[src/rtl/uart_tx_arbiter.sv]
`default_nettype none
// ============================================================================
// Module   : uart_tx_arbiter
// Purpose  : Round-robin arbiter sharing one 8N1 UART transmitter between
//            NUM_REQ byte-stream requesters. Multi-byte packets hold the
//            line until their last byte. An idle lock is released after
//            LOCK_TIMEOUT cycles.
// Revision : 1.0 - initial release
// ============================================================================
module uart_tx_arbiter #(
  parameter int NUM_REQ      = 4,
  parameter int LOCK_TIMEOUT = 1_000_000
) (
  input  logic                 clk,
  input  logic                 reset,
  input  logic [NUM_REQ-1:0]   req_valid,
  input  logic [8*NUM_REQ-1:0] req_data,
  input  logic [NUM_REQ-1:0]   req_last,
  output logic [NUM_REQ-1:0]   req_ready,
  output logic [NUM_REQ-1:0]   grant,
  output logic                 tx_start,
  output logic [7:0]           byte_to_send,
  input  logic                 end_of_byte,
  output logic                 busy,
  output logic                 lock_timeout_err
);

  localparam int               PTR_W    = (NUM_REQ > 1) ? $clog2(NUM_REQ) : 1;
  localparam int               CNT_W    = $clog2(LOCK_TIMEOUT + 1);
  localparam logic [CNT_W-1:0] CNT_LAST = CNT_W'(LOCK_TIMEOUT - 1);
  localparam logic [PTR_W-1:0] PTR_MAX  = PTR_W'(NUM_REQ - 1);

  typedef enum logic [2:0] {
    S_IDLE  = 3'd0,
    S_START = 3'd1,
    S_WAIT  = 3'd2,
    S_HOLD  = 3'd3
  } state_t;

  state_t             state_q, state_d;
  logic [PTR_W-1:0]   rr_ptr_q, rr_ptr_d;
  logic [PTR_W-1:0]   owner_q, owner_d;
  logic               last_q, last_d;
  logic [7:0]         byte_q, byte_d;
  logic [NUM_REQ-1:0] grant_q, grant_d;
  logic               start_q, start_d;
  logic               err_q, err_d;
  logic [CNT_W-1:0]   cnt_q, cnt_d;
  logic               eob_q;

  logic               eob_rise;
  logic               any_valid;
  logic [PTR_W-1:0]   win_idx;
  logic [PTR_W-1:0]   sel_idx;
  logic               sel_valid;
  logic               sel_last;
  logic [7:0]         sel_data;
  logic [NUM_REQ-1:0] sel_onehot;
  logic [PTR_W-1:0]   owner_next;
  logic               capture;

  // Completion is the rising edge of end_of_byte only.
  assign eob_rise   = end_of_byte & ~eob_q;
  assign owner_next = (owner_q == PTR_MAX) ? '0 : owner_q + 1'b1;
  // While locked only the owner is eligible; otherwise the round-robin winner.
  assign sel_idx    = (state_q == S_HOLD) ? owner_q : win_idx;

  // Round-robin search: first valid requester at or after rr_ptr, wrapping.
  always_comb begin : rr_search
    int idx;
    idx       = 0;
    any_valid = 1'b0;
    win_idx   = '0;
    for (int i = 0; i < NUM_REQ; i++) begin
      idx = (int'(rr_ptr_q) + i) % NUM_REQ;
      if (!any_valid && req_valid[idx[PTR_W-1:0]]) begin
        any_valid = 1'b1;
        win_idx   = idx[PTR_W-1:0];
      end
    end
  end

  // Extract valid/data/last of the selected requester and its one-hot code.
  always_comb begin : slice_select
    sel_valid  = 1'b0;
    sel_last   = 1'b0;
    sel_data   = '0;
    sel_onehot = '0;
    for (int i = 0; i < NUM_REQ; i++) begin
      if (PTR_W'(i) == sel_idx) begin
        sel_valid     = req_valid[i];
        sel_last      = req_last[i];
        sel_data      = req_data[8*i +: 8];
        sel_onehot[i] = 1'b1;
      end
    end
  end

  // A byte is taken only in IDLE/HOLD and never while end_of_byte is high.
  always_comb begin : capture_decode
    capture = 1'b0;
    if (reset && !end_of_byte) begin
      if (state_q == S_IDLE) begin
        capture = any_valid;
      end else if (state_q == S_HOLD) begin
        capture = sel_valid;
      end
    end
  end

  assign req_ready = capture ? sel_onehot : '0;

  // Next-state and registered-output computation.
  always_comb begin : next_state
    state_d  = state_q;
    rr_ptr_d = rr_ptr_q;
    owner_d  = owner_q;
    last_d   = last_q;
    byte_d   = byte_q;
    grant_d  = grant_q;
    start_d  = 1'b0;
    err_d    = 1'b0;
    cnt_d    = cnt_q;
    case (state_q)
      S_IDLE, S_HOLD: begin
        if (capture) begin
          state_d = S_START;
          owner_d = sel_idx;
          last_d  = sel_last;
          byte_d  = sel_data;
          grant_d = sel_onehot;
          start_d = 1'b1;
          cnt_d   = '0;
        end else if (state_q == S_HOLD) begin
          if (cnt_q == CNT_LAST) begin
            // Owner went quiet mid-packet: release the line to the next one.
            err_d    = 1'b1;
            grant_d  = '0;
            rr_ptr_d = owner_next;
            state_d  = S_IDLE;
            cnt_d    = '0;
          end else begin
            cnt_d = cnt_q + 1'b1;
          end
        end
      end
      S_START: state_d = S_WAIT;
      S_WAIT: begin
        if (eob_rise) begin
          if (last_q) begin
            grant_d  = '0;
            rr_ptr_d = owner_next;
            state_d  = S_IDLE;
          end else begin
            state_d = S_HOLD;
            cnt_d   = '0;
          end
        end
      end
      default: begin
        state_d = S_IDLE;
        grant_d = '0;
      end
    endcase
  end

  // State and output registers with synchronous active-low reset.
  always_ff @(posedge clk) begin
    if (!reset) begin
      state_q  <= S_IDLE;
      rr_ptr_q <= '0;
      owner_q  <= '0;
      last_q   <= 1'b0;
      byte_q   <= '0;
      grant_q  <= '0;
      start_q  <= 1'b0;
      err_q    <= 1'b0;
      cnt_q    <= '0;
      eob_q    <= 1'b0;
    end else begin
      state_q  <= state_d;
      rr_ptr_q <= rr_ptr_d;
      owner_q  <= owner_d;
      last_q   <= last_d;
      byte_q   <= byte_d;
      grant_q  <= grant_d;
      start_q  <= start_d;
      err_q    <= err_d;
      cnt_q    <= cnt_d;
      eob_q    <= end_of_byte;
    end
  end

  assign grant            = grant_q;
  assign tx_start         = start_q;
  assign byte_to_send     = byte_q;
  assign lock_timeout_err = err_q;
  assign busy             = (state_q != S_IDLE);

endmodule
`default_nettype wire
[config.mk]
export PLATFORM = sky130hd
export DESIGN_NAME = uart_tx_arbiter
export DESIGN_NICKNAME = d
export VERILOG_FILES = /design/src/rtl/uart_tx_arbiter.sv
export SDC_FILE = /design/constraint.sdc
export NUM_CORES = 1
export LEC_CHECK = 0
export ABC_AREA = 1
export CAP_MARGIN = 20
export CORE_UTILIZATION = 53
export DETAILED_ROUTE_END_ITERATION = 10
export GPL_TIMING_DRIVEN = 0
export MAX_ROUTING_LAYER = met4
export PLACE_DENSITY_LB_ADDON = 0.1
export SETUP_SLACK_MARGIN = 0.5
export SYNTH_ARGS = -nofsm -noshare
export SYNTH_HDL_FRONTEND = slang
export SYNTH_SLANG_ARGS = --single-unit
export TNS_END_PERCENT = 10
[constraint.sdc]
create_clock -name clk -period 7.1 [get_ports clk]
set_clock_uncertainty 0.15 [all_clocks]
set_input_delay 1.775 -clock clk [delete_from_list [all_inputs] [get_ports clk]]
set_output_delay 1.775 -clock clk [all_outputs]
set_load 0.01 [all_outputs]
Yosys cells after proc, flatten, opt, wreduce, memory -nomap -nowiden
Index checks and enable logic that the tools add are counted.
Widths: inputs -> output; s select.
{ "op_classes": {"n_addsub": 5, "n_lt_le_gt_ge": 4, "n_eq_ne": 16, "muxes": 64, "n_bitwise": 6, "n_reduce_logical": 20} }
{ "op_table": {"columns": ["op", "count"], "rows": [
  ["$mux 20", 5],
  ["$pmux 20 s2", 1],
  ["$mux 8", 4],
  ["$mux 1", 25],
  ["$mux 2", 12],
  ["$mux 4", 6],
  ["$add 20x1->20 const B", 1],
  ["$eq 20x20->1 const B", 1],
  ["$lt 2x3->1 const B", 4],
  ["$mux 3", 4],
  ["$ne 2x2->1 const B", 6],
  ["$pmux 4 s3", 1],
  ["$pmux 3 s3", 1],
  ["$bmux 1 s2", 4],
  ["$eq 3x2->1 const B", 2],
  ["$ne 3x3->1 const B", 2],
  ["$reduce_and 6->1", 1],
  ["$not 1->1", 5],
  ["$reduce_and 5->1", 1],
  ["$add 2x1->2 const B", 2],
  ["$add 2x2->2 const B", 2],
  ["$eq 2x2->1 const A", 2],
  ["$logic_and 1x1->1", 4],
  ["$logic_not 1->1", 4],
  ["14 further kinds", 15]
]} }
{ "totals": {"reg_bits": 43, "input_bits": 43, "output_inout_bits": 19, "word_cells": 125} }

Longest topological paths before layout
Gate-level depths: netlist of the first run.
{ "logic_depth": {"depth_word": 23, "depth_mapped": 23, "depth_no_buf": 22} }

Worst setup path after synthesis of the first run
No wires, ideal clock.
{ "synth_path": {"path_type": "input port to output port", "start": "input req_valid[1]", "end": "output req_ready[2]", "t_arrival_ns": 3.433, "required_ns": 5.175, "setup_slack_ns": 1.742, "path_stages": 18, "path_buffers": 1, "cell_sequence": "inv_1 nand2_1 nand3_2 nand2_2 nor2_4 nand3_1 nand2_1 nand3_2 nand2_2 nor2_1 nand2_1 nand3_1 nand2_1 nand2_1 nand2_2 nand2_4 buf_6 nor3_1"} }
{ "synth_between": {"elab_chain_cells": 22} }
{ "synth_rtl": {"columns": ["element", "line_no", "text"], "rows": [
  ["start, declared", "16", "input logic [NUM_REQ-1:0] req_valid,"],
  ["$bmux 1 s2", "76", "if (!any_valid && req_valid[idx[PTR_W-1:0]]) begin"],
  ["$mux 1 (not written as such)", "76", null],
  ["$mux 1", "76", null],
  ["$logic_not 1->1", "76", null],
  ["$logic_and 1x1->1", "76", null],
  ["$mux 1", "76", null],
  ["$logic_not 1->1", "76", null],
  ["$logic_and 1x1->1", "76", null],
  ["(+3 left out)", null, null],
  ["$mux 2", "76", null],
  ["$mux 2", "66", "assign sel_idx = (state_q == S_HOLD) ? owner_q : win_idx;"],
  ["$logic_not 2->1", "90", "if (PTR_W'(i) == sel_idx) begin"],
  ["$mux 1 (4 in series)", "90", null],
  ["$mux 1", "105", "end else if (state_q == S_HOLD) begin"],
  ["$mux 1", "103", "if (state_q == S_IDLE) begin"],
  ["$mux 1", "102", "if (reset && !end_of_byte) begin"],
  ["$mux 4 *", "111", "assign req_ready = capture ? sel_onehot : '0;"],
  ["end, declared", "19", "output logic [NUM_REQ-1:0] req_ready,"]
]} }
Every way passes the cells marked *; elsewhere a longest branch is shown, timed or not. The select of a mux whose other input is x is not followed.

Worst setup path after layout of the first run
{ "layout_path": {"start": "input req_valid[3]", "end": "output req_ready[0]"} }
The elaborated chain is that of the path after synthesis.

==> results of run 1 <==
-- repair_timing --
item / in CTS / in global routing
hold buffers: 0 / 0
pin swaps: 0 / 0
endpoints found under the setup margin: 4 / 4
endpoints found under the hold margin: 0 / 0
gates resized for setup: 1 / 1
-- layer usage --
metal	global-route usage	vias up	wire, um
met5	-	-	0
met4	0.08269	0	99
met3	0.03952	10	414
met2	0.5036	87	3788
met1	0.3739	1457	3564
li1	-	1627	-
-- synthesized netlist by cell type (2+ instances only) --
master,n
sky130_fd_sc_hd__nor2_1,61
sky130_fd_sc_hd__clkbuf_1,3
sky130_fd_sc_hd__inv_2,3
sky130_fd_sc_hd__xor2_1,12
sky130_fd_sc_hd__o21ai_0,20
sky130_fd_sc_hd__nand2_4,2
sky130_fd_sc_hd__nor4_1,3
sky130_fd_sc_hd__nand2_1,118
sky130_fd_sc_hd__buf_2,7
sky130_fd_sc_hd__nor2_4,2
sky130_fd_sc_hd__a31oi_1,3
sky130_fd_sc_hd__a221oi_1,7
sky130_fd_sc_hd__inv_1,57
sky130_fd_sc_hd__a21oi_1,11
sky130_fd_sc_hd__ha_1,7
sky130_fd_sc_hd__nand3_2,3
sky130_fd_sc_hd__o21ai_1,9
sky130_fd_sc_hd__clkinv_1,4
sky130_fd_sc_hd__nand4_1,15
sky130_fd_sc_hd__nor3_1,23
sky130_fd_sc_hd__dfxtp_1,42
sky130_fd_sc_hd__nand3_1,18
sky130_fd_sc_hd__nand2_2,7
sky130_fd_sc_hd__buf_6,3
sky130_fd_sc_hd__a22o_1,7
-- worst max-delay path: cells and delay by family --
family | cells | cell delay, ns
buffers and inverters | 4 | 1.34
AND/OR/NAND/NOR | 16 | 1.46
-- per-stage QoR --
| step | utilization | hold WS, ns |
|---|---|---|
| after CTS | 0.7163 | 0.3545 |
| after global routing | 0.7168 | 0.3866 |
| after floorplan | - | 0.3060 |
| after global placement | 0.6947 | 0.3232 |
| final | 0.7168 | 0.3530 |
| after detailed placement | 0.6947 | 0.3421 |
-- kinds of logic after synthesis --
family / Yosys count
flops: 42
simple gates: 254
compound gates: 65
xor+xnor: 12
fa+ha+maj: 7
buf+inv: 78
-- power by group --
group          internal (mW)  switching, mW
registers              0.308         0.0552
logic                  0.418          0.664
clock network          0.105         0.0834
-- state kept, by name, summed over array words and instances, names as in the netlist --
| name | count |
|---|---|
| last_q | 1 |
| lock_timeout_err | 1 |
| grant | 4 |
| owner_q | 2 |
| eob_q | 1 |
| tx_start | 1 |
| state_q | 2 |
| cnt_q | 20 |
| rr_ptr_q | 2 |
| byte_to_send | 8 |
-- area by class of cell --
class / count / area, um2 / area share
Tap cell: 70 / 87.58 / 0.02347
Timing Repair Buffer: 61 / 613.1 / 0.1643
Clock inverter: 1 / 30.03 / 0.008048
Sequential cell: 42 / 840.8 / 0.2254
Clock buffer: 7 / 76.32 / 0.02046
Buffer: 14 / 87.58 / 0.02347
Inverter: 64 / 240.2 / 0.06439
Multi-Input combinational cell: 338 / 1755 / 0.4705
-- final timing paths --
path / depth (start not counted) / start / slack [ns] / end
worst min-delay path: 2 / cnt_q[2] / 0.35 / cnt_q[2]
worst min register to register: 2 / cnt_q[2] / 0.35 / cnt_q[2]
worst max-delay path: 20 / req_valid[3] / 0.60 / req_ready[0]
worst max register to register: 22 / rr_ptr_q[1] / 4.24 / cnt_q[16]
-- layout by cell type, fill, tap and decap left out, types with 4 or more instances in the layout --
master,count
sky130_fd_sc_hd__a21oi_1,11
sky130_fd_sc_hd__a221oi_1,7
sky130_fd_sc_hd__a22o_1,7
sky130_fd_sc_hd__buf_2,7
sky130_fd_sc_hd__clkbuf_1,5
sky130_fd_sc_hd__clkbuf_8,5
sky130_fd_sc_hd__clkdlybuf4s50_1,60
sky130_fd_sc_hd__clkinv_1,4
sky130_fd_sc_hd__dfxtp_1,42
sky130_fd_sc_hd__ha_1,7
sky130_fd_sc_hd__inv_1,57
sky130_fd_sc_hd__nand2_1,118
sky130_fd_sc_hd__nand2_2,7
sky130_fd_sc_hd__nand3_1,18
sky130_fd_sc_hd__nand4_1,15
sky130_fd_sc_hd__nor2_1,61
sky130_fd_sc_hd__nor3_1,23
sky130_fd_sc_hd__o21ai_0,20
sky130_fd_sc_hd__o21ai_1,9
sky130_fd_sc_hd__xor2_1,12
==> report_table.html, run 1 <==
<table>
<tr><th>Metric</th><th>Value</th></tr>
<tr><th colspan="2">Status</th></tr>
<tr><td>Outcome</td><td>finished clean</td></tr>
<tr><th colspan="2">Setup path</th></tr>
<tr><td>Cell Chain, Critical Path</td><td>clkdlybuf4s50_1, inv_1, nand2_1, nand3_2, nand2_2, nor2_4, nand3_1, nand2_1, nand3_2, nand2_2, nor2_1, nand2_1, nand3_1, nand2_1, nand2_1, nand2_2, nand2_4, buf_6, nor2_1, clkdlybuf4s50_1</td></tr>
<tr><td>Maximum fanout along the worst path</td><td>10</td></tr>
<tr><td>Worst path most repeated cell</td><td>sky130_fd_sc_hd__nand2_1</td></tr>
<tr><td>CP Launch Type</td><td>input port</td></tr>
<tr><td>CP max-delay cell</td><td>sky130_fd_sc_hd__clkdlybuf4s50_1</td></tr>
<tr><td>Kind of critical path</td><td>in -&gt; out</td></tr>
<tr><td>Element type at the critical path end</td><td>output pin</td></tr>
<tr><td>Data required time of the worst path</td><td>between 5 and 6 ns</td></tr>
<tr><td>Arrival @ worst endpoint</td><td>4.58 ns</td></tr>
<tr><td>Slowest Stage Delay on Critical Path</td><td>0.57 ns</td></tr>
<tr><th colspan="2">Route</th></tr>
<tr><td>Ratio of routed vias to standard cells</td><td>approximately 5.3</td></tr>
<tr><td>Count of vias placed by the detailed router</td><td>between 3000 and 4000</td></tr>
<tr><td>Number of design rule violations left after detail routing</td><td>0</td></tr>
<tr><td>Final WL</td><td>between 7000 and 8000 um</td></tr>
<tr><td>Avg WL per Cell</td><td>13.18 um</td></tr>
<tr><td>Detail Route Antenna Nets</td><td>0</td></tr>
<tr><td>TritonRoute pass-1 iters</td><td>4</td></tr>
<tr><td>1st-iter DRT viols</td><td>about 250</td></tr>
<tr><th colspan="2">Pwr</th></tr>
<tr><td>Total Power</td><td>around 1.6 mW</td></tr>
<tr><td>Worst vdd rail ir drop</td><td>~0.25 mV</td></tr>
<tr><td>Power density over cell area</td><td>438.0 nW/um2</td></tr>
<tr><td>Reported leakage power</td><td>between 1.5 and 2 nW</td></tr>
<tr><th colspan="2">GRT</th></tr>
<tr><td>Congestion Overflow GR</td><td>0</td></tr>
<tr><td>Number of antenna violations at the first check in global routing</td><td>0</td></tr>
<tr><td>Vias in the first global route</td><td>3130</td></tr>
<tr><td>Total global-route track usage</td><td>0.2982</td></tr>
<tr><td>Global-route wire length before repair</td><td>~14000 um</td></tr>
<tr><td>Largest net degree at the start of global routing</td><td>13</td></tr>
<tr><th colspan="2">Logic synthesis</th></tr>
<tr><td>Cell Area, Synth</td><td>2918 um2</td></tr>
<tr><td>Post-synthesis cell type with the largest combined area</td><td>sky130_fd_sc_hd__dfxtp_1</td></tr>
<tr><td>Top flip-flop cell by instance count after synthesis</td><td>sky130_fd_sc_hd__dfxtp_1</td></tr>
<tr><td>FF+latch count, synth</td><td>42</td></tr>
<tr><td>Syn_area_per_cell</td><td>6.371 um2</td></tr>
<tr><td>Adder-cell share of the synthesized area</td><td>0.03002</td></tr>
<tr><td>Post-synthesis share of cell area spent on xor and xnor gates</td><td>0.03602</td></tr>
<tr><td>Proportion of synthesized chip area in sequential cells</td><td>0.2882</td></tr>
<tr><td>Fraction of synthesized area in multiplexers</td><td>0</td></tr>
<tr><td>Net count after synthesis</td><td>between 500 and 600</td></tr>
<tr><td>Largest family of logic cells by synthesized area</td><td>simple AND/OR/NAND/NOR gates</td></tr>
<tr><td>Fraction of the mapped netlist area in simple logic gates</td><td>0.3881</td></tr>
<tr><td>Area share of the largest cell type after synthesis</td><td>0.2882</td></tr>
<tr><td>Mapped Cells</td><td>458</td></tr>
<tr><td>Cell types occupying the most area after synthesis</td><td>sky130_fd_sc_hd__dfxtp_1 (29%), sky130_fd_sc_hd__nand2_1 (15%), sky130_fd_sc_hd__nor2_1 (7.8%)</td></tr>
<tr><td>Compound-cell area share of the yosys netlist</td><td>0.1454</td></tr>
<tr><td>Number of enable-type register cells in the synthesized netlist</td><td>0</td></tr>
<tr><td>Unique masters post-synth</td><td>36</td></tr>
<tr><td>Yosys synthesis warning count</td><td>0</td></tr>
<tr><td>Share of async-settable or async-resettable flops after synthesis</td><td>0</td></tr>
<tr><th colspan="2">Layout</th></tr>
<tr><td>Finished layout cell area</td><td>3731 um2</td></tr>
<tr><td>Share of layout cells above drive strength 1</td><td>0.07400</td></tr>
<tr><td>Number of filler cells placed in the layout</td><td>449</td></tr>
<tr><td>Area growth, synth to finish</td><td>27.87%</td></tr>
<tr><td>Filler-free cell count of the finished design</td><td>597</td></tr>
<tr><td>N_diodes</td><td>0</td></tr>
<tr><td>Net count of the finished layout</td><td>between 500 and 600</td></tr>
<tr><th colspan="2">CTS</th></tr>
<tr><td>Number of clock sinks seen by CTS</td><td>between 40 and 50</td></tr>
<tr><td>Clock H-tree levels</td><td>2</td></tr>
<tr><td>Insertion delay of the later-clocked pin in the worst-skew pair</td><td>around 0.3 ns</td></tr>
<tr><td>Maximum buffer depth of the clock tree</td><td>2</td></tr>
<tr><td>Number of CTS-inserted buffers</td><td>5</td></tr>
<tr><td>Clock transition at the registers of the reported paths</td><td>about 0.08 ns</td></tr>
<tr><td>Number of setup buffers added after CTS</td><td>0</td></tr>
<tr><td>CTS Root Buffer Type</td><td>sky130_fd_sc_hd__clkbuf_8</td></tr>
<tr><td>CTS tree</td><td>yes</td></tr>
<tr><th colspan="2">Placed design</th></tr>
<tr><td>Cell Area, Placed</td><td>about 3600 um2</td></tr>
<tr><td>Number of buffers added on ports</td><td>61</td></tr>
<tr><td>Pre-CTS worst setup slack</td><td>~0.40 ns</td></tr>
<tr><td>RePlAce Congestion</td><td>roughly 0.94</td></tr>
<tr><td>Cell count after placement</td><td>just under 600</td></tr>
<tr><td>Detailed Place HPWL</td><td>5850 um</td></tr>
<tr><th colspan="2">Timing</th></tr>
<tr><td>Final period demand of the worst path</td><td>between 6 and 7 ns</td></tr>
<tr><td>Number of setup violations in the final report</td><td>0</td></tr>
<tr><td>Achievable clock frequency</td><td>153.7 MHz</td></tr>
<tr><td>Least-Margin Pin Slew</td><td>between 0.5 and 0.6 ns</td></tr>
<tr><td>Setup slack after layout</td><td>0.5956 ns</td></tr>
<tr><td>Setup repair after global routing missed its margin</td><td>yes</td></tr>
<tr><td>Max-slew headroom at the worst pin</td><td>0.6001</td></tr>
<tr><td>Final hold violation count</td><td>0</td></tr>
<tr><td>Share of the clock period used by the worst path</td><td>0.9161</td></tr>
<tr><td>Setup tns final</td><td>0 ns</td></tr>
<tr><td>Count of pins over their slew limit</td><td>0</td></tr>
<tr><th colspan="2">Floorplanning</th></tr>
<tr><td>Boundary pin count</td><td>62</td></tr>
<tr><td>Floorplan Core Area</td><td>about 5200 um2</td></tr>
<tr><td>Width of the die</td><td>between 70 and 80 um</td></tr>
<tr><td>Standard-cell rows</td><td>26</td></tr>
<tr><td>Die Ht</td><td>76.20 um</td></tr>
<tr><td>Full die area</td><td>about 5800 um2</td></tr>
<tr><td>Initial Utilization</td><td>0.5606</td></tr>
<tr><th colspan="2">Worst hold path</th></tr>
<tr><td>Worst hold path class</td><td>reg -&gt; reg</td></tr>
<tr><th colspan="2">Flow run</th></tr>
<tr><td>Max capacitance violation total</td><td>0</td></tr>
</table>
No activity file was read; power rests on OpenSTA's default activity.
==> run 2, diff against run 1 <==
- SLEW_MARGIN: not set -> 20
==> results of run 2 <==
Final layout, timing and power as in run 1 (identical DEF).
